--- src/rtl/tcm_arb.sv ---
// Round-robin arbiter sharing one single-port TCM SRAM between
// instruction fetch (p0) and load/store (p1), one transaction in flight.
module tcm_arb #(
  parameter int AW     = 32,
  parameter int DW     = 32,
  parameter int MW     = 4,
  parameter int RAM_AW = 9
) (
  input  logic              clk,
  input  logic              rst,
  input  logic              p0_req_valid,
  output logic              p0_req_ready,
  input  logic [AW-1:0]     p0_req_addr,
  input  logic              p0_req_we,
  input  logic [MW-1:0]     p0_req_wem,
  input  logic [DW-1:0]     p0_req_wdata,
  output logic              p0_rsp_valid,
  input  logic              p0_rsp_ready,
  output logic [DW-1:0]     p0_rsp_rdata,
  input  logic              p1_req_valid,
  output logic              p1_req_ready,
  input  logic [AW-1:0]     p1_req_addr,
  input  logic              p1_req_we,
  input  logic [MW-1:0]     p1_req_wem,
  input  logic [DW-1:0]     p1_req_wdata,
  output logic              p1_rsp_valid,
  input  logic              p1_rsp_ready,
  output logic [DW-1:0]     p1_rsp_rdata,
  output logic [RAM_AW-1:0] ram_addr,
  output logic              ram_we,
  output logic [MW-1:0]     ram_wem,
  output logic [DW-1:0]     ram_din,
  input  logic [DW-1:0]     ram_dout
);

  typedef enum logic {IDLE, RESP} state_t;

  state_t              state;
  state_t              state_nx;
  logic                owner;
  logic                last_grant;
  logic [RAM_AW-1:0]   lat_addr;
  logic                lat_we;

  logic                hs;
  logic                slot;
  logic                grant;
  logic                accept;
  logic [RAM_AW-1:0]   sel_addr;
  logic                sel_we;
  logic [MW-1:0]       sel_wem;
  logic [DW-1:0]       sel_wdata;

  // Word index only; byte offset and high bits are don't-care.
  logic unused_addr;
  assign unused_addr = ^{p0_req_addr, p1_req_addr};

  always_comb begin
    grant = 1'b0;
    priority case (1'b1)
      (p0_req_valid && p1_req_valid): grant = ~last_grant;
      p1_req_valid:                   grant = 1'b1;
      default:                        grant = 1'b0;
    endcase
  end

  always_comb begin
    hs = (state == RESP) &&
         (owner ? p1_rsp_ready : p0_rsp_ready);
    slot   = !rst && ((state == IDLE) || hs);
    accept = slot && (p0_req_valid || p1_req_valid);
  end

  always_comb begin
    sel_addr  = grant ? p1_req_addr[RAM_AW+1:2]
                      : p0_req_addr[RAM_AW+1:2];
    sel_we    = grant ? p1_req_we    : p0_req_we;
    sel_wem   = grant ? p1_req_wem   : p0_req_wem;
    sel_wdata = grant ? p1_req_wdata : p0_req_wdata;
  end

  always_comb begin
    state_nx     = state;
    p0_req_ready = 1'b0;
    p1_req_ready = 1'b0;
    p0_rsp_valid = 1'b0;
    p1_rsp_valid = 1'b0;
    p0_rsp_rdata = '0;
    p1_rsp_rdata = '0;
    ram_addr     = '0;
    ram_we       = 1'b0;
    ram_wem      = '0;
    ram_din      = '0;

    if (state == RESP) begin
      // Re-present the latched address so ram_dout holds.
      ram_addr = lat_addr;
      if (owner) begin
        p1_rsp_valid = 1'b1;
        p1_rsp_rdata = lat_we ? '0 : ram_dout;
      end else begin
        p0_rsp_valid = 1'b1;
        p0_rsp_rdata = lat_we ? '0 : ram_dout;
      end
      if (hs) state_nx = IDLE;
    end

    if (accept) begin
      p0_req_ready = !grant;
      p1_req_ready = grant;
      ram_addr     = sel_addr;
      ram_we       = sel_we;
      ram_wem      = sel_wem;
      ram_din      = sel_wdata;
      state_nx     = RESP;
    end
  end

  always_ff @(posedge clk or posedge rst) begin
    if (rst) begin
      state      <= IDLE;
      last_grant <= 1'b1;
      owner      <= 1'b0;
      lat_addr   <= '0;
      lat_we     <= 1'b0;
    end else begin
      state <= state_nx;
      if (accept) begin
        owner      <= grant;
        last_grant <= grant;
        lat_addr   <= sel_addr;
        lat_we     <= sel_we;
      end
    end
  end

endmodule

--- config.mk ---
export PLATFORM = sky130hd
export DESIGN_NAME = tcm_arb
export DESIGN_NICKNAME = d
export VERILOG_FILES = /design/src/rtl/tcm_arb.sv
export SDC_FILE = /design/constraint.sdc
export NUM_CORES = 1
export LEC_CHECK = 0
export ABC_AREA = 1
export CAP_MARGIN = 10
export CORE_AREA = 3 3 110 112
export CTS_CLUSTER_SIZE = 25
export DETAILED_ROUTE_END_ITERATION = 8
export DIE_AREA = 0 0 113 115
export HOLD_SLACK_MARGIN = 0.1
export SETUP_SLACK_MARGIN = 0.02
export SYNTH_ARGS = -nofsm -noshare
export SYNTH_HDL_FRONTEND = slang
export SYNTH_SLANG_ARGS = --single-unit
--- constraint.sdc ---
create_clock -name clk -period 4.6 [get_ports clk]
set_clock_uncertainty 0.15 [all_clocks]
set_input_delay 0.92 -clock clk [delete_from_list [all_inputs] [get_ports clk]]
set_output_delay 0.92 -clock clk [all_outputs]
set_load 0.03 [all_outputs]
==> key figures <==
Detailed routing
  – Final WL: around 9.3 mm
  – Drt first-iter violations: about 160
  – Wire per inst: 12.7 µm
  – Routed Antenna Nets: 0
  – Drt via density: 4.15
  – Drt drc: 0
  – Number of iterations in the first detailed-routing pass: 4
  – Vias post-DR: 3,053

Worst setup path
  – Cell family with most CP delay: buffers and inverters
  – Crit Path Class: primary input to output port
  – Startpoint types: primary input
  – Slowest stage delay, CP: 0.74 ns
  – Data required time of the worst path: 3.53 ns
  – Worst path bufs/invs: 4
  – Maximum fanout along the worst path: 38
  – Crit-path slowest cell: clkdlybuf4s50_1
  – Crit path DAT: 2.73 ns
  – Critical-path cell list: clkdlybuf4s50_1 > nand2_1 > inv_1 > buf_4 > nand2_1 > a21oi_2 > buf_4
  – CP endpoint kind: output port

STA
  – Fmax: 263 MHz
  – Worst Tran Pin Value: 1.08 ns
  – # setup viols final: 0
  – Fin crit share: 82.6%
  – Final hold vios: 0
  – Hold Slack: 0.311 ns
  – RSZ-0062 raised after global routing: false
  – Setup ws final: about 0.8 ns
  – Period minus WS final: between 3 and 4 ns
  – Setup TNS: 0 ns
  – Final Max Tran Viols: 0
  – Max_slew headroom: 27.7%

Placement
  – Post-placement setup slack: 0.777 ns
  – Dpl cell area: 0.00425 mm²
  – PortBufs: 243
  – Gp weighted congestion: 0.806
  – DP HPWL: 7.63 mm

CTS
  – CTS tree: built
  – Cts-stage hold buffer count: 0
  – Clock Latency Late Sink: about 0.24 ns
  – CTS Root Cell: clkbuf_16
  – H-tree Lvls: 1
  – Post_cts resized: 0
  – TritonCTS buffer count: 3
  – CTS Buffer Depth: 2
  – Sink Count: 13
  – Register clock-pin slew on the reported worst setup and hold paths: 0.05 ns
  – Postcts setup bufs: 0

Logic synthesis
  – #FFs+latches synth: 13
  – Register area share after synthesis: 17.7%
  – Post-Syn Nets: 543
  – Syn. warnings: 0
  – Average size of a mapped cell: 5.02 µm²
  – Synth cell types: 15
  – Post-Syn Area: 0.00184 mm²
  – Syn Inst Count: 367

Floorplan
  – Row count: 39
  – Die W: 113 µm
  – # IOs: 290
  – DIE AREA: about 0.013 mm²
  – Die Span Y: 115 µm
  – Core area: 0.0113 mm²
  – Initial Util: around 16%

Layout
  – Ant. Diodes: 0
  – Fraction of layout cells with a size suffix above 1: 12.2%
  – Nets: 769
  – Fillers: ~1,200
  – Total area of sequential cells: 327 µm²
  – Design area: 0.00433 mm²
  – Multi-input gate area: 0.00128 mm²
  – Area growth syn-to-layout: 135%

Power
  – Pwr Density: 393 mW/mm²
  – Worst VDD drop: around 180 µV
  – Cell-internal power: 793 µW
  – Clock power frac: 9.7%
  – Leakage power: about 2 nW
  – Sw frac: 53.4%
  – Switching power: 907 µW
  – Sequential power share: between 10% and 20%
  – Combinational power share: 78.5%

Global routing
  – First-pass GRT wire length: around 14 mm
  – Total GRT Usage: roughly 13%
  – Antenna violations before repair: 0
  – Vias in the first global route: 2,802
  – Largest net degree at the start of global routing: 39
  – GRT overflow: 0

Hold path
  – Worst Hold Class: flop to flop

Run status
  – Status: finished clean

Job
  – Max Cap Viol: 0
==> worst reg2reg max path: cells and delay by family, from the launching register on <==
kind / cells / cell delay, ns
AND/OR/NAND/NOR: 4 / 0.72
buffers and inverters: 1 / 0.41
flip-flops: 1 / 0.59
==> logic make-up after synthesis <==
logic type             share of synthesized area, %
buffers and inverters                          12.9
and+or+nand+nor                                57.5
AOI/OAI and AO/OA                              11.8
DFF                                            17.7
==> worst paths after layout <==
path / slack [ns] / depth (start not counted) / startpoint / endpoint
worst max-delay path: 0.80 / 7 / p1_req_valid / ram_din[20]
worst min-delay path: 0.31 / 2 / last_grant / last_grant
worst max register to register: 2.68 / 5 / state / lat_addr[1]
worst min register to register: 0.31 / 2 / last_grant / last_grant
max in group asynchronous: 3.04 / 2 / rst / last_grant
min in group asynchronous: 0.90 / 2 / rst / lat_addr[5]
==> metrics by stage <==
stage	power (mW)	std cells	utilization [%]
after CTS	1.72	735	38.2
final	1.70	735	38.2
after floorplan	1.01	367	-
after global placement	1.53	731	37.5
after global routing	1.82	735	38.2
after detailed placement	1.55	731	37.5
==> cell type report <==
type                       count  area share [%]
tap                          143            4.14
sequential                    13            7.55
timing repair buffer         250            55.5
multi-input combinational    308            29.5
inverter                      17            1.47
clock buffer                   4            1.82
==> registers in the layout, summed over array words and instances (netlist names) <==
name,cells
owner,1
lat_addr,9
last_grant,1
lat_we,1
state,1
==> per-layer routing <==
layer | vias up | share of wire (%) | GRT usage [%]
met2 | 131 | 52 | 24.8
li1 | 1572 | - | -
met5 | - | 0 | 0
met1 | 1337 | 39 | 14.5
met4 | 0 | 1.5 | 2.56
met3 | 13 | 7.5 | 2.21
==> power groups by stage <==
stage	registers, mW	clock network (mW)	logic [mW]
floorplan	0.185	0	0.826
finish	0.201	0.164	1.33
CTS	0.202	0.167	1.35
global route	0.210	0.174	1.44
detailed placement	0.203	0	1.34
global placement	0.201	0	1.33
==> cells in the final DEF (no fill, tap or decap), drive strengths merged <==
master / Yosys / final
dfrtp: 12 / 12
a21oi: 36 / 36
inv: 17 / 17
clkdlybuf4s50: 0 / 195
dfstp: 1 / 1
nand2: 183 / 183
clkbuf: 3 / 4
nand3: 22 / 22
nor2: 67 / 67
buf: 26 / 55
==> cell usage after synthesis, drive strengths merged <==
library cell  instances  area (µm²)
clkbuf                3        11.3
inv                  17        63.8
nor2                 67         254
buf                  26         163
nand3                22         115
dfrtp                12         300
dfstp                 1        26.3
nand2               183         689
a21oi                36         218
No activity file was read; power rests on OpenSTA's default activity.
